<file path="src/rtl/sprite_rom_arbiter.sv">
// Round-robin arbiter sharing one synchronous sprite ROM among N_REQ requesters.
// Supports locked bursts of up to MAX_BURST grants. Each response arrives one cycle after its grant.
//
// state  | meaning
// ARB    | round-robin search starting at ptr_q
// LOCKED | only owner_q may be granted; burst_cnt_q counts its transfers
module sprite_rom_arbiter #(
    parameter int N_REQ     = 4,
    parameter int ADDR_W    = 10,
    parameter int DATA_W    = 3,
    parameter int MAX_BURST = 8
) (
    input  logic                      vga_clk,
    input  logic                      reset_n,
    input  logic                      frame_start,
    input  logic [N_REQ-1:0]          req_valid,
    input  logic [N_REQ-1:0]          req_lock,
    input  logic [N_REQ*ADDR_W-1:0]   req_addr,
    output logic [N_REQ-1:0]          req_ready,
    output logic [ADDR_W-1:0]         rom_address,
    input  logic [DATA_W-1:0]         rom_q,
    output logic [N_REQ-1:0]          rsp_valid,
    output logic [DATA_W-1:0]         rsp_data
);

    localparam int PTR_W = $clog2(N_REQ);
    localparam int CNT_W = $clog2(MAX_BURST + 1);

    typedef enum logic {
        ARB    = 1'b0,
        LOCKED = 1'b1
    } state_t;

    state_t             state_q, state_d;
    logic [PTR_W-1:0]   ptr_q, ptr_d;
    logic [PTR_W-1:0]   owner_q, owner_d;
    logic [CNT_W-1:0]   burst_cnt_q, burst_cnt_d;
    logic               block_q, block_d;
    logic [PTR_W-1:0]   block_idx_q, block_idx_d;
    logic [N_REQ-1:0]   rsp_valid_q;

    logic               gnt_vld;
    logic [PTR_W-1:0]   gnt_idx;
    logic [N_REQ-1:0]   gnt_oh;
    logic [N_REQ-1:0]   block_oh;
    logic [N_REQ-1:0]   elig;
    logic [PTR_W-1:0]   cand;
    int                 j;

    function automatic logic [PTR_W-1:0] ptr_inc(input logic [PTR_W-1:0] p);
        if (p == PTR_W'(N_REQ - 1)) return '0;
        else return p + 1'b1;
    endfunction

    // After a burst hits MAX_BURST the old owner is masked for one cycle unless it is the only requester.
    always_comb begin
        block_oh = '0;
        if (block_q) block_oh[block_idx_q] = 1'b1;
        elig = req_valid;
        if (|(req_valid & ~block_oh)) elig = req_valid & ~block_oh;
    end

    always_comb begin
        gnt_vld = 1'b0;
        gnt_idx = '0;
        j       = 0;
        cand    = '0;
        if (reset_n) begin
            if (state_q == LOCKED) begin
                if (req_valid[owner_q]) begin
                    gnt_vld = 1'b1;
                    gnt_idx = owner_q;
                end
            end else begin
                // Scan from the far end back so the candidate nearest ptr_q wins.
                for (int k = N_REQ - 1; k >= 0; k--) begin
                    j = int'(ptr_q) + k;
                    if (j >= N_REQ) j = j - N_REQ;
                    cand = PTR_W'(j);
                    if (elig[cand]) begin
                        gnt_vld = 1'b1;
                        gnt_idx = cand;
                    end
                end
            end
        end
    end

    always_comb begin
        gnt_oh = '0;
        if (gnt_vld) gnt_oh[gnt_idx] = 1'b1;
    end

    assign req_ready   = gnt_oh;
    assign rom_address = gnt_vld ? req_addr[gnt_idx*ADDR_W +: ADDR_W] : '0;
    assign rsp_valid   = rsp_valid_q;
    assign rsp_data    = rom_q;

    always_comb begin
        state_d     = state_q;
        ptr_d       = ptr_q;
        owner_d     = owner_q;
        burst_cnt_d = burst_cnt_q;
        block_d     = 1'b0;
        block_idx_d = block_idx_q;
        case (state_q)
            ARB: begin
                if (gnt_vld) begin
                    if (req_lock[gnt_idx] && (MAX_BURST > 1)) begin
                        state_d     = LOCKED;
                        owner_d     = gnt_idx;
                        burst_cnt_d = CNT_W'(1);
                    end else begin
                        ptr_d = ptr_inc(gnt_idx);
                        // A one-grant burst is already exhausted.
                        if (req_lock[gnt_idx]) begin
                            block_d     = 1'b1;
                            block_idx_d = gnt_idx;
                        end
                    end
                end
            end
            LOCKED: begin
                if (!req_lock[owner_q]) begin
                    state_d     = ARB;
                    ptr_d       = ptr_inc(owner_q);
                    burst_cnt_d = '0;
                end else if (gnt_vld) begin
                    if (burst_cnt_q == CNT_W'(MAX_BURST - 1)) begin
                        state_d     = ARB;
                        ptr_d       = ptr_inc(owner_q);
                        burst_cnt_d = '0;
                        block_d     = 1'b1;
                        block_idx_d = owner_q;
                    end else begin
                        burst_cnt_d = burst_cnt_q + 1'b1;
                    end
                end
            end
            default: state_d = ARB;
        endcase
        if (frame_start) begin
            state_d     = ARB;
            ptr_d       = '0;
            burst_cnt_d = '0;
        end
    end

    always_ff @(posedge vga_clk) begin
        if (!reset_n) begin
            state_q     <= ARB;
            ptr_q       <= '0;
            owner_q     <= '0;
            burst_cnt_q <= '0;
            block_q     <= 1'b0;
            block_idx_q <= '0;
            rsp_valid_q <= '0;
        end else begin
            state_q     <= state_d;
            ptr_q       <= ptr_d;
            owner_q     <= owner_d;
            burst_cnt_q <= burst_cnt_d;
            block_q     <= block_d;
            block_idx_q <= block_idx_d;
            rsp_valid_q <= gnt_oh;
        end
    end

endmodule

</file>
<file path="config.mk">
export PLATFORM = sky130hd
export DESIGN_NAME = sprite_rom_arbiter
export DESIGN_NICKNAME = d
export VERILOG_FILES = /design/src/rtl/sprite_rom_arbiter.sv
export SDC_FILE = /design/constraint.sdc
export NUM_CORES = 1
export LEC_CHECK = 0
export BUFFER_PORTS_ARGS = -buffer_cell sky130_fd_sc_hd__buf_4
export CAP_MARGIN = 20
export CORE_ASPECT_RATIO = 1.25
export CORE_UTILIZATION = 43
export CTS_BUF_LIST = sky130_fd_sc_hd__clkbuf_4
export DETAILED_ROUTE_END_ITERATION = 12
export PLACE_DENSITY = 0.78
export SYNTH_ARGS = -nofsm -noshare
export SYNTH_HDL_FRONTEND = slang
export SYNTH_SLANG_ARGS = --single-unit
</file>
<file path="constraint.sdc">
create_clock -name vga_clk -period 2.9 [get_ports vga_clk]
set_input_delay 0.145 -clock vga_clk [delete_from_list [all_inputs] [get_ports vga_clk]]
set_output_delay 0.145 -clock vga_clk [all_outputs]
set_load 0.01 [all_outputs]
</file>
==> metrics, run 1 <==
status=finished, violations left; failing checks=negative setup slack; fin nets=349; clk slew on worst S/H paths=100 ps; area of the multi-input gates=about 0.0012 mm^2; Die Wd=55.51 um; row cnt=23; Hold Crit Depth=4; vias=1910; Hold Path Class=input pin to register; ys flop type=dfxtp_1; Post-synth EDFFs=0; critical-path maximum fanout=6; mux cell area share after synthesis=0.06423; worst-margin pin slew=644.3 ps; Sink Count=16; Yosys cell types=between 40 and 50; Req. time, crit path=about 2800 ps; Gate Count Post-Synth=214; DR DRC count=0; via-per-instance ratio=5.877; Synthesized Nets=274; cells on worst reg2reg path=8; kind of critical path=register to primary output; Avg WL per Cell=15.06 um; GRT Total Usage=0.2425; root buf cell=clkbuf_4; CTS tree=done; xor and xnor fraction of the mapped netlist area=0; number of buffers added on ports=68; gpl congestion=0.8822; Initial Utilization=0.4650; P&R area growth vs syn=52.03%; core area=0.003309 mm^2; n_diodes=0; Final WS setup=-12.01 ps; Post-DRT Antenna Nets=0; fin. max-slew vios=0; Post-DP HPWL=3322 um; relative slew slack=0.5672; CP endpoint kind=primary output; Fin. Hold Viols=0; most common cell after layout, fill and taps aside=buf_4; io pins=75; RSZ-0062 raised after global routing=true; Max IR drop VDD=0.1939 mV; most frequent cells in the layout=80 x buf_4, 36 x nand2_1, 16 x and2_1; Max Cap Viol=0; vias in the first global route=between 1500 and 2000; Design Area, Final=about 0.0023 mm^2; Mapped Area=0.001539 mm^2; initial antenna violation count=0; Worst Clk Skew=5.334 ps; pwr/cell area=between 200 and 300 mW/mm^2; Total Routed Length=4895 um; dominant cell type by area after synthesis=dfxtp_1; Fill cells=275; synthesis warning total=0; largest net degree at the start of global routing=24; first-pass GRT wire length=between 7000 and 8000 um; htree depth=1; clock buffer depth=2; Compound-Gate Fraction of Synth Area=0.2935; synth top area cells=dfxtp_1 21%, nand2_1 8.8%, and2_1 7.3%; post-route minimum period=2912 ps; Synth Area in Adders=0.04878; number of buffers created by CTS=3; Fin Setup TNS=-32.31 ps; layout cells sized above 1=0.4097; Pleak=1.004 nW; Worst setup SP type=register; Post-DP Area=0.002069 mm^2; Synth Area per Inst=7.191 um^2; Die Ht=roughly 70 um; Final setup viols=4; DR pass1 iterations=4; Congestion Overflow GR=0; Worst-Skew Late Latency=280 ps; post-synthesis async set-or-reset flop share=0; simple logic cell fraction of the synthesized area=0.3098; die area=0.003824 mm^2; FF/Latch Area=around 330 um^2; main combinational cell family by area after synthesis=simple AND/OR/NAND/NOR gates; Worst EP arrival=approximately 2800 ps; part of the Yosys area used for sequential elements=0.2081; DRT iter0 DRCs=125; Post-CTS Hold Buffers=0; Yosys top cell area share=0.2081; fin crit share=1.004; #FFs+latches synth=16; fmax=0.3434 GHz
[what timing repair did]
action / 4_1_cts / 5_1_grt
setup buffers: 2 / 7
pin swaps: 1 / 12
endpoints found under the setup margin: 12 / 14
cloned: 3 / 0
resized for setup: 13 / 21
[synth_stat cells, types with 2 or more instances]
library cell and instances:
a311oi_1 10, nor3b_1 2, nor2b_1 2, a31oi_1 3, inv_1 8, or3_1 2, nand3_1 6, a211oi_1 10
o21ai_0 7, o311ai_0 2, a21o_1 2, mux2i_1 5, o22ai_1 2, o31ai_1 2, ha_1 6, and2_1 18
o21a_1 4, nand3b_1 3, o2111ai_1 4, buf_2 3, a21oi_1 7, dfxtp_1 16, clkbuf_1 10, nor3_1 8
nor2_1 14, nand2_1 36, buf_4 3
[critical path: stages (launching register included)]
cell and delay (ps):
dfxtp_4 370, or3b_4 430, o2111ai_2 210, nand2_1 120
or3_4 410, o21ai_4 150, buf_6 170, and2_1 140
a211oi_2 50, a311oi_1 270, buf_4 170
[power by group]
part / internal [mW] / switching (mW)
registers: 0.226 / 0.00894
clock network: 0.0499 / 0.0716
logic: 0.143 / 0.134
[registers in the layout (all words and copies together), names as in the netlist]
name and flops:
state_q 1, block_q 1, owner_q 2, block_idx_q 2, ptr_q 2, burst_cnt_q 4, rsp_valid 4
[cell families (layout without fill, tap and decap cells)]
logic type	count (synthesis)	count (layout)
compound gates	62	62
fa+ha+maj	6	6
buf+inv	25	99
flops	16	16
mux	8	8
simple gates	97	97
[layer usage]
layer  vias to the layer above  routed length [um]  GRT usage
met5                         -                   0          0
met1                       883                1976     0.2828
met2                        87                2541     0.4623
met4                         0                  53    0.06563
met3                         6                 323    0.04104
li1                        934                   -          -
[area by class of cell]
class | count | area share
timing repair inverter | 1 | 0.003209
multi-input combinational | 173 | 0.5225
tap | 37 | 0.01979
timing repair buffer | 86 | 0.2893
inverter | 8 | 0.01444
sequential | 16 | 0.1396
clock inverter | 1 | 0.001604
clock buffer | 3 | 0.009626
[worst paths after layout]
path,startpoint,endpoint,slack [ps]
min reg2reg,burst_cnt_q[1],burst_cnt_q[1],500
max reg2reg,block_idx_q[0],owner_q[1],250
min,frame_start,burst_cnt_q[2],160
max,block_idx_q[0],rom_address[4],-10
[metrics by stage]
step	hold slack [ps]	worst slack [ps]	utilization	instances	total power [mW]
2_1_floorplan	340.1	164.8	-	214	0.3682
3_3_place_gp	290.1	162.8	0.6253	309	0.4768
3_5_place_dp	290.1	86.03	0.6253	309	0.4783
4_1_cts	164.0	0.9459	0.6563	318	0.6080
5_1_grt	178.1	-111.5	0.7070	325	0.6759
6_report	164.3	-12.01	0.7070	325	0.6333
(Power assumes the default switching activity.)
==> run 2, diff against run 1 <==
- ABC_AREA: default -> 1
- CORE_UTILIZATION: 43 -> 44
- CTS_CLUSTER_SIZE: default -> 16
- PLACE_DENSITY: 0.78 -> 0.79
==> run 2 against run 1 <==
  * The run still ends with negative setup slack left
  * Critical path depth up 9
  * Utilization down 0.26 points
  * Via count rose by 3.6%
  * Clock skew is 2.1 ps lower
  * Count of clock-buffer cells in the layout is the same
  * Routed wire length grew 4.4%
  * Worst setup slack got worse by 37 ps
  * Sequential share of layout area shrank 0.55 points
  * Register-to-register slack got worse by 170 ps
  * Die area increased by 2.5%
  * Largest cell class unchanged
  * Largest power group unchanged
==> metrics, run 2 <==
switching part of the total=0.4220; crit path to=rom_address[0]; kind of critical path=register to primary output; most common cell after layout, fill and taps aside=buf_4; Fin. Hold Viols=0; fin. max-slew vios=0; Pleak=1.119 nW; Comb pwr share=0.613; vias=1978; pwr/cell area=around 390 mW/mm^2; status=finished, violations left; post-synthesis async set-or-reset flop share=0; clock buffer depth=2; Yosys top cell area share=0.1983; Die Ht=69.74 um; WHS=127.2 ps; Crit Reg-Reg Startpoint=block_idx_q[1]; most frequent cells in the layout=77 x buf_4, 31 x nand2_1, 21 x nor2_1; gpl congestion=around 0.88; cells on worst reg2reg path=22; DRT iter0 DRCs=86; fin crit share=1.017; GRT Total Usage=0.2296; post-route minimum period=slightly below 3000 ps; Post-DP HPWL=3530 um; clk slew on worst S/H paths=100 ps; DR pass1 iterations=5; htree depth=1; Max IR drop VDD=~0.28 mV; Post-CTS Hold Buffers=0; Hold Path Class=input pin to register; synth top area cells=dfxtp_1 20%, nand2_1 9.8%, o21a_1 9.3%; Post-synth EDFFs=0; Setup crit start=block_idx_q[1]; vias in the first global route=1806; layout cells sized above 1=0.4517; CP endpoint kind=primary output; Reg power frac=0.258; CTS tree=done; synthesis warning total=0; Switching Power=0.4074 mW; number of buffers created by CTS=3; via-per-instance ratio=between 5 and 6; first-pass GRT wire length=between 7000 and 8000 um; part of the Yosys area used for sequential elements=0.1983; largest net degree at the start of global routing=24; Worst-Skew Late Latency=290 ps; Initial Utilization=0.4637; fin nets=~380; Total Routed Length=5109 um; Final WS setup=-49.18 ps; Sink Count=16; Max Cap Viol=0; Fin Setup TNS=-157.2 ps; dpl ws=136.4 ps; row cnt=24; clock power share=0.130; root buf cell=clkbuf_4; Synthesized Nets=306; placed cell count=342; initial antenna violation count=0; dominant cell type by area after synthesis=dfxtp_1; ys flop type=dfxtp_1; Req. time, crit path=2760 ps; Post-DRT Antenna Nets=0; Gate Count Post-Synth=~250; Worst Clk Skew=3.200 ps; DR DRC count=0; Worst EP arrival=about 2800 ps; Congestion Overflow GR=0; n_diodes=0; RSZ-0062 raised after global routing=true; Synth Area per Inst=6.566 um^2; Yosys cell types=33; most frequent cell after synthesis=nand2_1; #FFs+latches synth=16; worst-margin pin slew=618.7 ps; Worst setup SP type=register; Die Wd=56.20 um; number of buffers added on ports=68; relative slew slack=0.5875; Post-synth top cells=42 x nand2_1, 25 x nor2_1, 20 x nand3_1, 20 x o21a_1, 20 x o21ai_1; Final setup viols=7; failing checks=negative setup slack; fmax=0.3391 GHz; R2R Setup Slk=80 ps; critical-path maximum fanout=5; non-filler instance count after layout=360; io pins=75; reg2reg end=burst_cnt_q[0]; Avg WL per Cell=14.19 um; P&R area growth vs syn=51.90%; internal power=~0.56 mW; die area=0.003919 mm^2; core area=0.003483 mm^2; Fill cells=298; Mapped Area=0.001615 mm^2
==> run 2: cell families (layout without fill, tap and decap cells) <==
family                     Yosys count  count (layout)  synth area share
adders and majority gates            6               6           0.04647
AOI/OAI and AO/OA                   75              75            0.2882
DFF                                 16              16            0.1983
buffers and inverters               35             109            0.1007
muxes                                1               1          0.006197
and+or+nand+nor                    112             113            0.3548
xor gates and xnor gates             1               1          0.005423
==> run 2: worst min path at each step <==
stage / startpoint / to / depth (start not counted)
after floorplan: reset_n / block_idx_q[0] / 2
after global placement: rom_q[0] / rsp_data[0] / 0
after detailed placement: rom_q[0] / rsp_data[0] / 0
after CTS: reset_n / block_idx_q[0] / 3
after global routing: reset_n / block_idx_q[1] / 3
final: reset_n / block_idx_q[0] / 3
==> run 2: layer usage <==
metal | share of wire | wire length [um] | global-route usage | up-vias
li1 | - | - | - | 996
met1 | 0.38 | 1925 | 0.2474 | 894
met2 | 0.54 | 2756 | 0.4471 | 76
met3 | 0.060 | 307 | 0.03545 | 12
met4 | 0.023 | 120 | 0.06775 | 0
met5 | 0 | 0 | 0 | -
==> run 2: power by group through the flow <==
stage          clock network (mW)  logic, mW  registers (mW)
2_1_floorplan                   0      0.327           0.250
3_3_place_gp                    0      0.464           0.254
3_5_place_dp                    0      0.471           0.254
4_1_cts                     0.127      0.478           0.249
5_1_grt                     0.134      0.646           0.251
6_report                    0.125      0.591           0.249
==> run 2: per-stage QoR <==
step,cell area (um^2),util,power (mW)
floorplan,1615,-,0.5767
global placement,2110,0.6056,0.7178
detailed placement,2110,0.6056,0.7251
CTS,2147,0.6164,0.8530
global route,2454,0.7044,1.031
finish,2454,0.7044,0.9654
==> run 2: what timing repair did <==
| item | CTS | global route |
|---|---|---|
| gates resized for setup | 4 | 45 |
| buffers inserted | 0 | 10 |
| cloned | 0 | 4 |
| pin swaps | 0 | 18 |
| setup endpoints to repair | 12 | 17 |
==> run 2: worst max-delay path, stage by stage, from the launching register on <==
cell,delay [ps]
dfxtp_4,370
nor2_2,110
nand2_1,70
nand2_2,100
nand2_2,80
nor2_4,180
nand2_2,120
nand3_4,80
nand3_1,110
nand3_1,130
nand2_1,60
inv_1,80
nand2_2,60
nand3_4,100
buf_4,140
nand3_2,140
buf_4,200
o21ai_0,150
a21oi_1,90
buf_4,150
==> run 2: final cells by class <==
class	count	area (um^2)	share of cell area
Inverter	22	95.09	0.03876
Clock inverter	1	3.754	0.001530
Timing Repair inverter	2	17.52	0.007139
Sequential cell	16	329.1	0.1341
Multi-Input combinational cell	196	1282	0.5227
Tap cell	39	48.80	0.01989
Timing Repair Buffer	81	654.4	0.2667
Clock buffer	3	22.52	0.009179
